**src/rtl/sng_share_arb.sv**
```systemverilog
// Packet-granular round-robin arbiter sharing one SNG between NREQ requesters.
// A grant is held for a whole packet so the SNG's per-packet phase sequence stays coherent.
module sng_share_arb #(
    parameter int NREQ      = 4,
    parameter int QUANT     = 8,
    parameter int BITSTREAM = 64,
    parameter int MAX_BURST = 8
) (
    input  logic                     clk,
    input  logic                     rst_n,
    input  logic [NREQ-1:0]          req_valid,
    input  logic [NREQ*QUANT-1:0]    req_data,
    input  logic [NREQ-1:0]          req_last,
    output logic [NREQ-1:0]          req_ready,
    output logic [QUANT-1:0]         sng_w_data,
    output logic                     sng_w_valid,
    output logic                     sng_r_ready,
    output logic                     sng_wlast,
    input  logic [BITSTREAM-1:0]     sng_r_bitstream,
    output logic                     out_valid,
    input  logic                     out_ready,
    output logic [BITSTREAM-1:0]     out_bitstream,
    output logic [$clog2(NREQ)-1:0]  out_id,
    output logic                     out_last,
    output logic                     out_trunc,
    output logic                     busy
);
    localparam int IDW = $clog2(NREQ);
    localparam int CW  = $clog2(MAX_BURST + 1);
    localparam logic [CW-1:0] LAST_BEAT = CW'(MAX_BURST - 1);

    localparam logic [0:0] S_IDLE = 1'b0;
    localparam logic [0:0] S_LOCK = 1'b1;

    logic [0:0]     state;
    logic [IDW-1:0] rr_ptr;
    logic [IDW-1:0] grant_id;
    logic [IDW-1:0] pick_id;
    logic           pick_found;
    logic [CW-1:0]  beat_cnt;
    logic           lock;
    logic           can_acc;
    logic           fire;
    logic           force_end;
    logic           cur_last;
    logic           wlast;

    assign lock      = (state == S_LOCK);
    assign can_acc   = !out_valid || out_ready;
    assign cur_last  = req_last[grant_id];
    assign force_end = (beat_cnt == LAST_BEAT);
    assign wlast     = cur_last || force_end;
    assign fire      = lock && req_valid[grant_id] && can_acc;
    assign busy      = lock;

    // Round-robin scan starting one past the last packet's owner, wrapping modulo NREQ.
    always_comb begin
        pick_found = 1'b0;
        pick_id    = '0;
        for (int i = 1; i <= NREQ; i++) begin
            if (!pick_found && req_valid[(int'(rr_ptr) + i) % NREQ]) begin
                pick_found = 1'b1;
                pick_id    = IDW'((int'(rr_ptr) + i) % NREQ);
            end
        end
    end

    always_comb begin
        req_ready   = '0;
        sng_w_data  = '0;
        sng_w_valid = 1'b0;
        sng_r_ready = 1'b0;
        sng_wlast   = 1'b0;
        if (lock) begin
            req_ready[grant_id] = can_acc;
            sng_w_data          = req_data[grant_id*QUANT +: QUANT];
            sng_w_valid         = req_valid[grant_id];
            sng_r_ready         = can_acc;
            sng_wlast           = wlast;
        end
    end

    always_ff @(posedge clk or negedge rst_n) begin
        if (!rst_n) begin
            state    <= S_IDLE;
            rr_ptr   <= IDW'(NREQ - 1);
            grant_id <= '0;
            beat_cnt <= '0;
        end else if (state == S_IDLE) begin
            if (pick_found) begin
                grant_id <= pick_id;
                state    <= S_LOCK;
            end
        end else if (fire) begin
            if (wlast) begin
                beat_cnt <= '0;
                rr_ptr   <= grant_id;
                state    <= S_IDLE;
            end else begin
                beat_cnt <= beat_cnt + CW'(1);
            end
        end
    end

    // A fire in the same cycle as out_ready reloads the register, so there is no bubble.
    always_ff @(posedge clk or negedge rst_n) begin
        if (!rst_n) begin
            out_valid     <= 1'b0;
            out_bitstream <= '0;
            out_id        <= '0;
            out_last      <= 1'b0;
            out_trunc     <= 1'b0;
        end else if (fire) begin
            out_valid     <= 1'b1;
            out_bitstream <= sng_r_bitstream;
            out_id        <= grant_id;
            out_last      <= wlast;
            out_trunc     <= force_end && !cur_last;
        end else if (out_ready) begin
            out_valid     <= 1'b0;
        end
    end
endmodule

```
**config.mk**
```make
export PLATFORM = sky130hd
export DESIGN_NAME = sng_share_arb
export DESIGN_NICKNAME = d
export VERILOG_FILES = /design/src/rtl/sng_share_arb.sv
export SDC_FILE = /design/constraint.sdc
export NUM_CORES = 1
export LEC_CHECK = 0
export ABC_AREA = 1
export CAP_MARGIN = 20
export CORE_MARGIN = 4
export CORE_UTILIZATION = 39
export CTS_CLUSTER_DIAMETER = 40
export DETAILED_ROUTE_END_ITERATION = 6
export PLACE_DENSITY = 0.86
export SLEW_MARGIN = 20
export SYNTH_ARGS = -nofsm -noshare
export SYNTH_HDL_FRONTEND = slang
export SYNTH_SLANG_ARGS = --single-unit
```
**constraint.sdc**
```tcl
create_clock -name clk -period 2.3 [get_ports clk]
set_clock_uncertainty 0.15 [all_clocks]
set_input_delay 0.46 -clock clk [delete_from_list [all_inputs] [get_ports clk]]
set_output_delay 0.46 -clock clk [all_outputs]
set_load 0.02 [all_outputs]
```
Word-level counts from Yosys, hierarchy flattened

Index checks and enable logic that the tools add are counted.

$add $sub $neg: 5
$lt $le $gt $ge: 6
Eq/ne operators: 1
Shifts and indexed selects: 1
Mux-type cells: 38
Bitwise gates (word level): 6
Reductions and logical operators: 22

Operator list:

| operator              | count |
|---|---|
| $shiftx A32 B6 Y8     | 1 |
| $mux W1               | 24 |
| $lt A3 B4 Y1 const B  | 4 |
| $bmux W1 S2           | 6 |
| $mux W2               | 4 |
| $mux W4               | 2 |
| $mux W8               | 1 |
| $reduce_or A2 Y1      | 4 |
| $logic_and A1 B1 Y1   | 7 |
| $logic_not A1 Y1      | 5 |
| $add A2 B1 Y2 const B | 2 |
| $add A2 B2 Y2 const B | 2 |
| $add A4 B1 Y4 const B | 1 |
| $and A1 B1 Y1 const A | 4 |
| $and A4 B4 Y4         | 1 |
| $eq A4 B3 Y1 const B  | 1 |
| $reduce_and A2 Y1     | 2 |
| $lt A2 B3 Y1 const B  | 1 |
| $reduce_and A3 Y1     | 1 |
| $demux W1 S2          | 1 |
| $ge A2 B1 Y1 const B  | 1 |
| $logic_or A1 B1 Y1    | 2 |
| $reduce_bool A2 Y1    | 1 |
| $not A1 Y1            | 1 |

Register bits: 78
Input port bits: 107
Logic and storage cells: 88

Longest topological paths before layout

Gate-level depths: netlist of the first run.

Word-level depth: 18
Gate-level depth with buffers: 12

Worst setup path after synthesis of the first run

No wires, ideal clock.

Path kind: register to output
Start: register state, in the netlist busy
End: output port req_ready[0]
Arrival: 1.704 ns
Data required time: 1.690 ns
Path slack: -0.014 ns
Stages on the path, launching flop included: 5
Buffers on the path: 0
Cell sequence: dfrtp_1 > inv_1 > nor2_1 > inv_1 > nor3_1

Longest elaborated chain between the ends: 1

RTL lines:

| item                   | RTL line | source |
|---|---|---|
| from (decl)            | 35       | `logic [0:0] state;` |
| from (signal assigned) | 85       | `state <= S_IDLE;` |
| from (signal assigned) | 92       | `state <= S_LOCK;` |
| from (signal assigned) | 98       | `state <= S_IDLE;` |
| $mux W4                | 74       | `if (lock) begin` |
| to (decl)              | 14       | `output logic [NREQ-1:0] req_ready,` |

No other way between the ends.

Worst setup path in the final report of the first run

Start: register grant_id[0]
End: output port sng_w_data[0]

Longest elaborated chain between the ends: 2

RTL lines:

| item                   | RTL line | source |
|---|---|---|
| from (decl)            | 37       | `logic [IDW-1:0] grant_id;` |
| from (signal assigned) | 91       | `grant_id <= pick_id;` |
| $shiftx A32 B6 Y8      | 76       | `sng_w_data = req_data[grant_id*QUANT +: QUANT];` |
| $mux W8                | 74       |  |
| to (decl)              | 15       | `output logic [QUANT-1:0] sng_w_data,` |

No other way between the ends.

==> results by group, run 1 <==
Clock tree
  • Clk_lat worst skew: ~0.33 ns
  • H-tree depth: 3
  • Num Clock Sinks: slightly below 80
  • Buffer depth of the longest clock path: 2
  • Total CTS buffers: 9
  • Root Buffer: clkbuf_8
  • CTS tree: done
  • Worst-path clk slew: about 0.08 ns

Synthesis
  • Most common cell in the netlist: nand2_1
  • Synth cell count leaders: 274 x nand2_1, 76 x dfrtp_1, 14 x inv_1, 13 x buf_2, 10 x nor2_1
  • Area leader, netlist: dfrtp_1
  • Synthesized Nets: approximately 560
  • Syn Std Cell Area: between 3000 and 4000 um2
  • Yosys warning count: 0
  • Number of synthesized flops with an enable pin: 0
  • Seq/Total Area, Yosys: around 55%
  • Average cell area after synthesis: slightly below 8 um2
  • Number of synthesized register bits: slightly below 80
  • Post-synth top flop: dfrtp_1
  • Synth area leaders: dfrtp_1 53%, nand2_1 29%, a22oi_1 1.9%, buf_2 1.8%, dfstp_2 1.5%
  • Cell count after synthesis: 453
  • FFs w/ async S/R, synth: 100%
  • Unique masters post-synth: 23
  • Post-synth top area share: a little over half

STA
  • Final hold vios: 0
  • Max_slew headroom: 73.7%
  • Max frequency: 445 MHz
  • Least-Margin Pin Slew: a little under 0.4 ns
  • Final Critical Period: between 2 and 2.5 ns
  • RSZ-0062 raised after global routing: yes
  • Max-slew violations: 0
  • Final worst-path cycle share: between 90 and 100%
  • Setup TNS: 0 ns
  • Setup-failing EPs final: 0

Detailed routing
  • Iteration-0 DRC Markers: 164
  • Final ANT Viol Nets: 0
  • Routed WL per cell: about 15 um
  • # DRC: 0
  • Routed vias: 3791
  • Vias/cell: approximately 4.8
  • Drt first pass iters: 4
  • WL final: 11800 um

Place
  • GP Congestion: 0.920
  • Placed insts: about 760
  • Post-DP HPWL: between 8000 and 9000 um
  • IO buf count: around 190

Floorplan
  • Die ar.: ~11000 um2
  • Top-Level Pins: ~190
  • Initial core utilization: 40.5%
  • Die X: ~100 um
  • Chip height: a little over 100 um
  • Core box area: approximately 8800 um2
  • FP Rows: 34

Pwr
  • Internal power: just under 0.005 W
  • Peak VDD IR: about 650 uV
  • Sw power: approximately 0.004 W
  • Logic pwr share: between 50% and 60%
  • Seq pwr share: between 20 and 30%
  • Clk pwr share: around 13%
  • Leakage: between 2 and 3 nW
  • PwrDens: roughly 1500 nW/um2
  • Sw Share: approximately 44%
  • Power Total: roughly 0.0088 W

Finish
  • Final #Nets: approximately 780
  • Synth-to-Final Area Change: 67.6%
  • Final std cells w/o fill: between 700 and 800
  • Fraction of layout cells with a size suffix above 1: between 10 and 15%
  • # diodes: 0

Critical path
  • Crit Path Class: reg -> out
  • WP data required: between 1.5 and 2 ns
  • Worst Setup Start Kind: flip-flop
  • R2R depth: 10
  • Arr. time, crit path: between 1.5 and 2 ns
  • CP endpoint kind: primary output
  • CP max FO: 5

Global routing
  • Total gr overflow: 0
  • First-pass GRT wire length: between 15000 and 20000 um
  • GR Util All Layers: 22.2%
  • Vias in the first global route: a little under 4000
  • Largest net degree at the start of global routing: 79
  • Initial antenna violation count: 0

Hold path
  • Number of cells on the worst hold path: 2
  • Hold Crit Class: reg -> reg

Run status
  • Status: finished clean

Job
  • Maxcap violations: 0
## routing by layer
layer / vias up / wire length [um] / global-route usage [%]
li1: 1834 / - / -
met1: 1769 / 4560 / 25.3
met2: 162 / 6170 / 40.2
met3: 26 / 761 / 5.29
met4: 0 / 298 / 8.55
met5: - / 0 / 0
## final timing paths
path,startpoint,endpoint,slack [ns]
min in group asynchronous,rst_n,out_bitstream[46],0.52
worst max-delay path,grant_id[0],sng_w_data[0],0.05
worst max register to register,grant_id[1],out_bitstream[0],0.25
worst min-delay path,out_bitstream[2],out_bitstream[2],0.33
max in group asynchronous,rst_n,rr_ptr[0],1.13
worst min register to register,out_bitstream[2],out_bitstream[2],0.33
## flip-flops by register name, summed over array words and instances (netlist names)
signal / count
out_last: 1
rr_ptr: 2
grant_id: 2
out_bitstream: 64
out_valid: 1
busy: 1
beat_cnt: 4
out_id: 2
out_trunc: 1
## critical path, stage by stage (launching register included)
cell and delay, ns:
dfrtp_2 0.48, buf_4 0.20, nor2_8 0.13, nand2_1 0.08
a31oi_1 0.23, buf_4 0.18
## cells by family after synthesis
logic type               share of synthesized area [%]
buffers and inverters                             5.61
flip-flops                                        54.8
XOR/XNOR                                         0.246
AND/OR/NAND/NOR                                   34.2
adder cells (fa/ha/maj)                          0.351
AO/OA/AOI/OAI                                     4.77
## repair_timing
action / CTS / global route
pin swaps: 5 / 8
hold endpoints to repair: 13 / 0
hold buffers: 1 / 0
buffers inserted: 1 / 1
cloned: 2 / 0
endpoints found under the setup margin: 15 / 11
resized for setup: 54 / 23
## power by group through the flow
| stage | Combinational, W | Clock (W) | Sequential (W) |
|---|---|---|---|
| 2_1_floorplan | 0.00216 | 0 | 0.00310 |
| 3_3_place_gp | 0.00509 | 0 | 0.00243 |
| 3_5_place_dp | 0.00525 | 0 | 0.00249 |
| 4_1_cts | 0.00523 | 0.00116 | 0.00247 |
| 5_1_grt | 0.00569 | 0.00123 | 0.00255 |
| 6_report | 0.00523 | 0.00113 | 0.00247 |
## per-stage QoR
step / worst slack, ns / hold slack, ns / utilization [%] / instance area [um2]
3_3_place_gp: -0.237 / 0.312 / 65.2 / 5740
4_1_cts: 0.00105 / 0.337 / 67.9 / 5980
3_5_place_dp: -0.282 / 0.315 / 65.2 / 5740
6_report: 0.0517 / 0.335 / 67.9 / 5980
2_1_floorplan: -0.0135 / 0.0144 / - / 3570
5_1_grt: -0.0150 / 0.361 / 67.9 / 5980
## cell usage in the layout, fill, tap and decap left out, types with 8 or more instances in the layout
| cell type | synthesis | layout |
|---|---|---|
| nand3_1 | 9 | 8 |
| inv_1 | 14 | 14 |
| clkdlybuf4s50_1 | 0 | 175 |
| buf_4 | 1 | 31 |
| nor2_1 | 10 | 10 |
| a22oi_1 | 9 | 8 |
| a31oi_1 | 8 | 8 |
| clkbuf_8 | 0 | 10 |
| nand2_1 | 274 | 274 |
| dfrtp_1 | 76 | 74 |
## final cells by class
cell class | instances | area (um2)
Tap cell | 108 | 135
Clock inverter | 5 | 81.3
Inverter | 22 | 90.1
Fill cell | 693 | 2830
Sequential cell | 78 | 1960
Multi-Input combinational cell | 337 | 1450
Clock buffer | 11 | 141
Timing Repair Buffer | 221 | 2120
(Power assumes the default switching activity.)
==> run 2, diff against run 1 <==
--- a/config.mk
+++ b/config.mk
@@ -5,13 +5,12 @@
 export SDC_FILE = /design/constraint.sdc
 export NUM_CORES = 1
 export LEC_CHECK = 0
-export ABC_AREA = 1
 export CAP_MARGIN = 20
 export CORE_MARGIN = 4
 export CORE_UTILIZATION = 39
 export CTS_CLUSTER_DIAMETER = 40
 export DETAILED_ROUTE_END_ITERATION = 6
-export PLACE_DENSITY = 0.86
+export PLACE_DENSITY = 0.87
 export SLEW_MARGIN = 20
 export SYNTH_ARGS = -nofsm -noshare
 export SYNTH_HDL_FRONTEND = slang
==> run 2 against run 1 <==
Effect of this change: the flow now finishes with violations (negative setup slack); maximum frequency shrank 7.0%; final cell count shrank 26%; global-route usage shrank 2.3 points; clock-buffer cell count shrank 2; power grew 19%; via count shrank 23%; core utilization grew 7.0 points; sequential share of layout area shrank 2.6 points; worst setup slack lost 0.17 ns; clock power shrank 5%; worst hold slack gained 0.016 ns.
==> results by group, run 2 <==
Run status
  • Status: complete, but fails checks
  • Failing checks: negative setup slack

STA
  • Max frequency: 413 MHz (-7.0%)
  • Max-slew violations: 0 (unchanged)
  • Least-Margin Pin Slew: 0.447 ns (+0.0517 ns)
  • Setup TNS: -0.684 ns (-0.684 ns)
  • Final Critical Period: 2.42 ns (+0.170 ns)
  • Max_slew headroom: 70.2% (-3.4 points)
  • Final hold vios: 0 (unchanged)
  • Final worst-path cycle share: 105% (+7.4 points)
  • Final WS setup: -0.118 ns (-0.170 ns)
  • Setup-failing EPs final: 10 (+10)
  • RSZ-0062 raised after global routing: yes

Finish
  • Filler instances: 564 (-19%)
  • Most frequent cells in the layout: 171 x clkdlybuf4s50_1, 75 x dfrtp_1, 64 x mux2_4, 30 x buf_4, 12 x buf_6
  • # diodes: 0 (unchanged)
  • Core Util, Final: 74.9% (+7.0 points)
  • Final #Nets: 573 (-26%)
  • Largest register FFs: 64 (unchanged)
  • Most common cell after layout, fill and taps aside: clkdlybuf4s50_1
  • Finished Cell Area: 6500 um2 (+8.7%)
  • Synth-to-Final Area Change: 86.9%
  • Fraction of layout cells with a size suffix above 1: 38.1% (+26 points)
  • Biggest regs: out_bitstream: 64 flops, beat_cnt: 4 flops
  • Biggest register: out_bitstream
  • Final std cells w/o fill: 578 (-26%)

Floorplan
  • FP Rows: 34 (unchanged)
  • Core box area: 8680 um2 (-1.4%)
  • Chip height: 102 um (-1.2%)
  • Top-Level Pins: 192 (unchanged)
  • Die X: 102 um (-1.2%)
  • Die ar.: 10500 um2 (-2.3%)
  • Initial core utilization: 40.1% (-0.43 points)

Pwr
  • Internal power: 0.00676 W (+37%)
  • Leakage: 3.01 nW (+1.3%)
  • Sw power: 0.00379 W (-2.8%)
  • Seq pwr share: 23.8% (-4.2 points)
  • Clk pwr share: 10.2% (-2.6 points)
  • Logic pwr share: 66.0% (+6.8 points)
  • PwrDens: 1620 nW/um2 (+9.9%)
  • Peak VDD IR: 887 uV (+37%)
  • Sw Share: 35.9% (-8.2 points)

Place
  • GP Congestion: 0.795 (-14%)
  • Placed instance area: 5630 um2 (-1.9%)
  • Setup slack at placement: -0.659 ns (-0.377 ns)
  • IO buf count: 191 (unchanged)
  • Placed insts: 539 (-29%)
  • Post-DP HPWL: 7450 um (-17%)

Synthesis
  • Post-synth top flop: dfrtp_1
  • Yosys warning count: 0 (unchanged)
  • Average cell area after synthesis: 15.2 um2 (+93%)
  • Unique masters post-synth: 38 (+65%)
  • FFs w/ async S/R, synth: 100% (unchanged)
  • Synth area leaders: dfrtp_1 55%, mux2_2 22%, mux4_2 6.5%, buf_6 2.6%, and2_1 1.8%
  • Post-synth top area share: 54.7% (+1.4 points)
  • Most common cell in the netlist: dfrtp_1
  • Cell count after synthesis: 229 (-49%)
  • Number of synthesized flops with an enable pin: 0 (unchanged)
  • Synth cell count leaders: 76 x dfrtp_1, 68 x mux2_2, 10 x and2_1, 10 x mux4_2, 8 x buf_6
  • Synthesized Nets: 337 (-40%)
  • Syn Std Cell Area: 3480 um2 (-2.5%)
  • Area leader, netlist: dfrtp_1
  • Number of synthesized register bits: 78 (unchanged)
  • Seq/Total Area, Yosys: 56.2% (+1.4 points)

Clock tree
  • CTS tree: done
  • Total CTS buffers: 9 (unchanged)
  • Buffer depth of the longest clock path: 2 (unchanged)
  • Worst-path clk slew: 0.09 ns (about the same)
  • Num Clock Sinks: 78 (unchanged)
  • Clk_lat worst skew: 0.34 ns (about the same)
  • H-tree depth: 3 (unchanged)
  • Root Buffer: clkbuf_8

Critical path
  • CP bufs+invs: 3 (+1)
  • CP top delay family: multiplexers
  • R2R depth: 8 (-2)
  • Reg2reg setup slack: 0.01 ns (-0.24 ns)
  • Most frequent CP cell: buf_6
  • CP endpoint kind: primary output
  • Capturing point of the worst reg2reg path: out_bitstream[28]
  • Crit Path Class: reg -> out
  • CP max FO: 5 (unchanged)
  • Arr. time, crit path: 1.81 ns (+0.17 ns)
  • CP Cell Sequence: buf_6 -> buf_8 -> mux4_2 -> and2_4 -> buf_6
  • WP data required: 1.69 ns (about the same)
  • FF-to-FF Start: grant_id[0]
  • Worst Setup Start Kind: flip-flop
  • Slowest cell on crit path: mux4_2
  • Delay of the slowest critical-path stage: 0.53 ns (+0.05 ns)

Detailed routing
  • Final ANT Viol Nets: 0 (unchanged)
  • Routed WL per cell: 19.2 um (+27%)
  • Routed vias: 2909 (-23%)
  • Iteration-0 DRC Markers: 74 (-55%)
  • # DRC: 0 (unchanged)
  • Vias/cell: 5.03 (+3.8%)
  • Drt first pass iters: 4 (unchanged)
  • WL final: 11100 um (-6.0%)

Hold path
  • Number of cells on the worst hold path: 1 (-1)
  • Worst Min Path Start: out_id[0]
  • Hold Crit Class: reg -> reg
  • Hold Path Sink: out_id[0]

Global routing
  • First-pass GRT wire length: 16000 um (-18%)
  • Total gr overflow: 0 (unchanged)
  • Vias in the first global route: 3257 (-16%)
  • GR Util All Layers: 19.9% (-2.3 points)
  • Initial antenna violation count: 0 (unchanged)
  • Largest net degree at the start of global routing: 48 (-39%)

Job
  • Maxcap violations: 0 (unchanged)
[run 2: cell count changes after synthesis, moves of 6 or more]
cell / before / now
a22oi_1: 9 / 1
mux2_2: 0 / 68
nor2_1: 10 / 3
inv_1: 14 / 4
buf_2: 13 / 2
nand3_1: 9 / 1
o21ai_1: 6 / 0
and2_1: 0 / 10
a31oi_1: 8 / 0
mux4_2: 0 / 10
inv_2: 8 / 0
nand2_1: 274 / 3
[run 2: what timing repair did]
| action | in CTS | in global routing |
|---|---|---|
| setup buffers | 9 | 7 |
| pin swaps | 3 | 5 |
| hold endpoints to repair | 29 | 0 |
| setup endpoints to repair | 79 | 77 |
| cloned | 4 | 4 |
| gates resized for setup | 82 | 97 |
| hold buffers | 1 | 0 |
[run 2: cell type report]
| class | count | area [um2] | share of cell area [%] |
|---|---|---|---|
| Clock inverter | 7 | 77.6 | 1.19 |
| Clock buffer | 9 | 124 | 1.91 |
| Tap cell | 108 | 135 | 2.08 |
| Inverter | 4 | 15.0 | 0.231 |
| Timing Repair Buffer | 239 | 2520 | 38.7 |
| Multi-Input combinational cell | 133 | 1680 | 25.8 |
| Sequential cell | 78 | 1960 | 30.1 |
[run 2: metrics by stage]
step	hold slack [ns]	total power, W
final	0.351	0.0106
after global routing	0.364	0.0111
after CTS	0.355	0.00959
after detailed placement	0.283	0.00783
after global placement	0.275	0.00766
after floorplan	0.0144	0.00545
[run 2: power groups by stage]
stage / clock (W) / combinational [W] / sequential, W
after CTS: 0.00110 / 0.00602 / 0.00247
after floorplan: 0 / 0.00223 / 0.00322
after global routing: 0.00116 / 0.00733 / 0.00261
after global placement: 0 / 0.00522 / 0.00244
after detailed placement: 0 / 0.00534 / 0.00249
final: 0.00107 / 0.00696 / 0.00252
[run 2: kinds of logic (layout without fill, tap and decap cells)]
family                     after synthesis  after routing  synth area share (%)
DFF                                     78             78                  56.2
muxes                                   81             81                  29.4
AOI/OAI and AO/OA                       17             17                  4.07
buffers and inverters                   18            259                  3.74
and+or+nand+nor                         34             34                  6.26
adders and majority gates                1              1                 0.360
[run 2: metal layers]
layer	up-vias	track usage [%]	part of all wire [%]
li1	1311	-	-
met1	1475	21.5	37
met2	106	36.2	55
met3	17	6.35	6.8
met4	0	6.86	1.5
met5	-	0	0
[run 2: how the worst max path moves through the flow]
stage	startpoint	to	slack (ns)	depth (start not counted)
6_report	grant_id[0]	sng_w_valid	-0.12	5
5_1_grt	grant_id[0]	sng_w_valid	-0.20	5
4_1_cts	req_last[2]	sng_wlast	-0.22	5
3_5_place_dp	req_last[2]	sng_wlast	-0.66	5
3_3_place_gp	req_last[3]	sng_wlast	-0.63	5
2_1_floorplan	grant_id[0]	sng_wlast	0.14	4
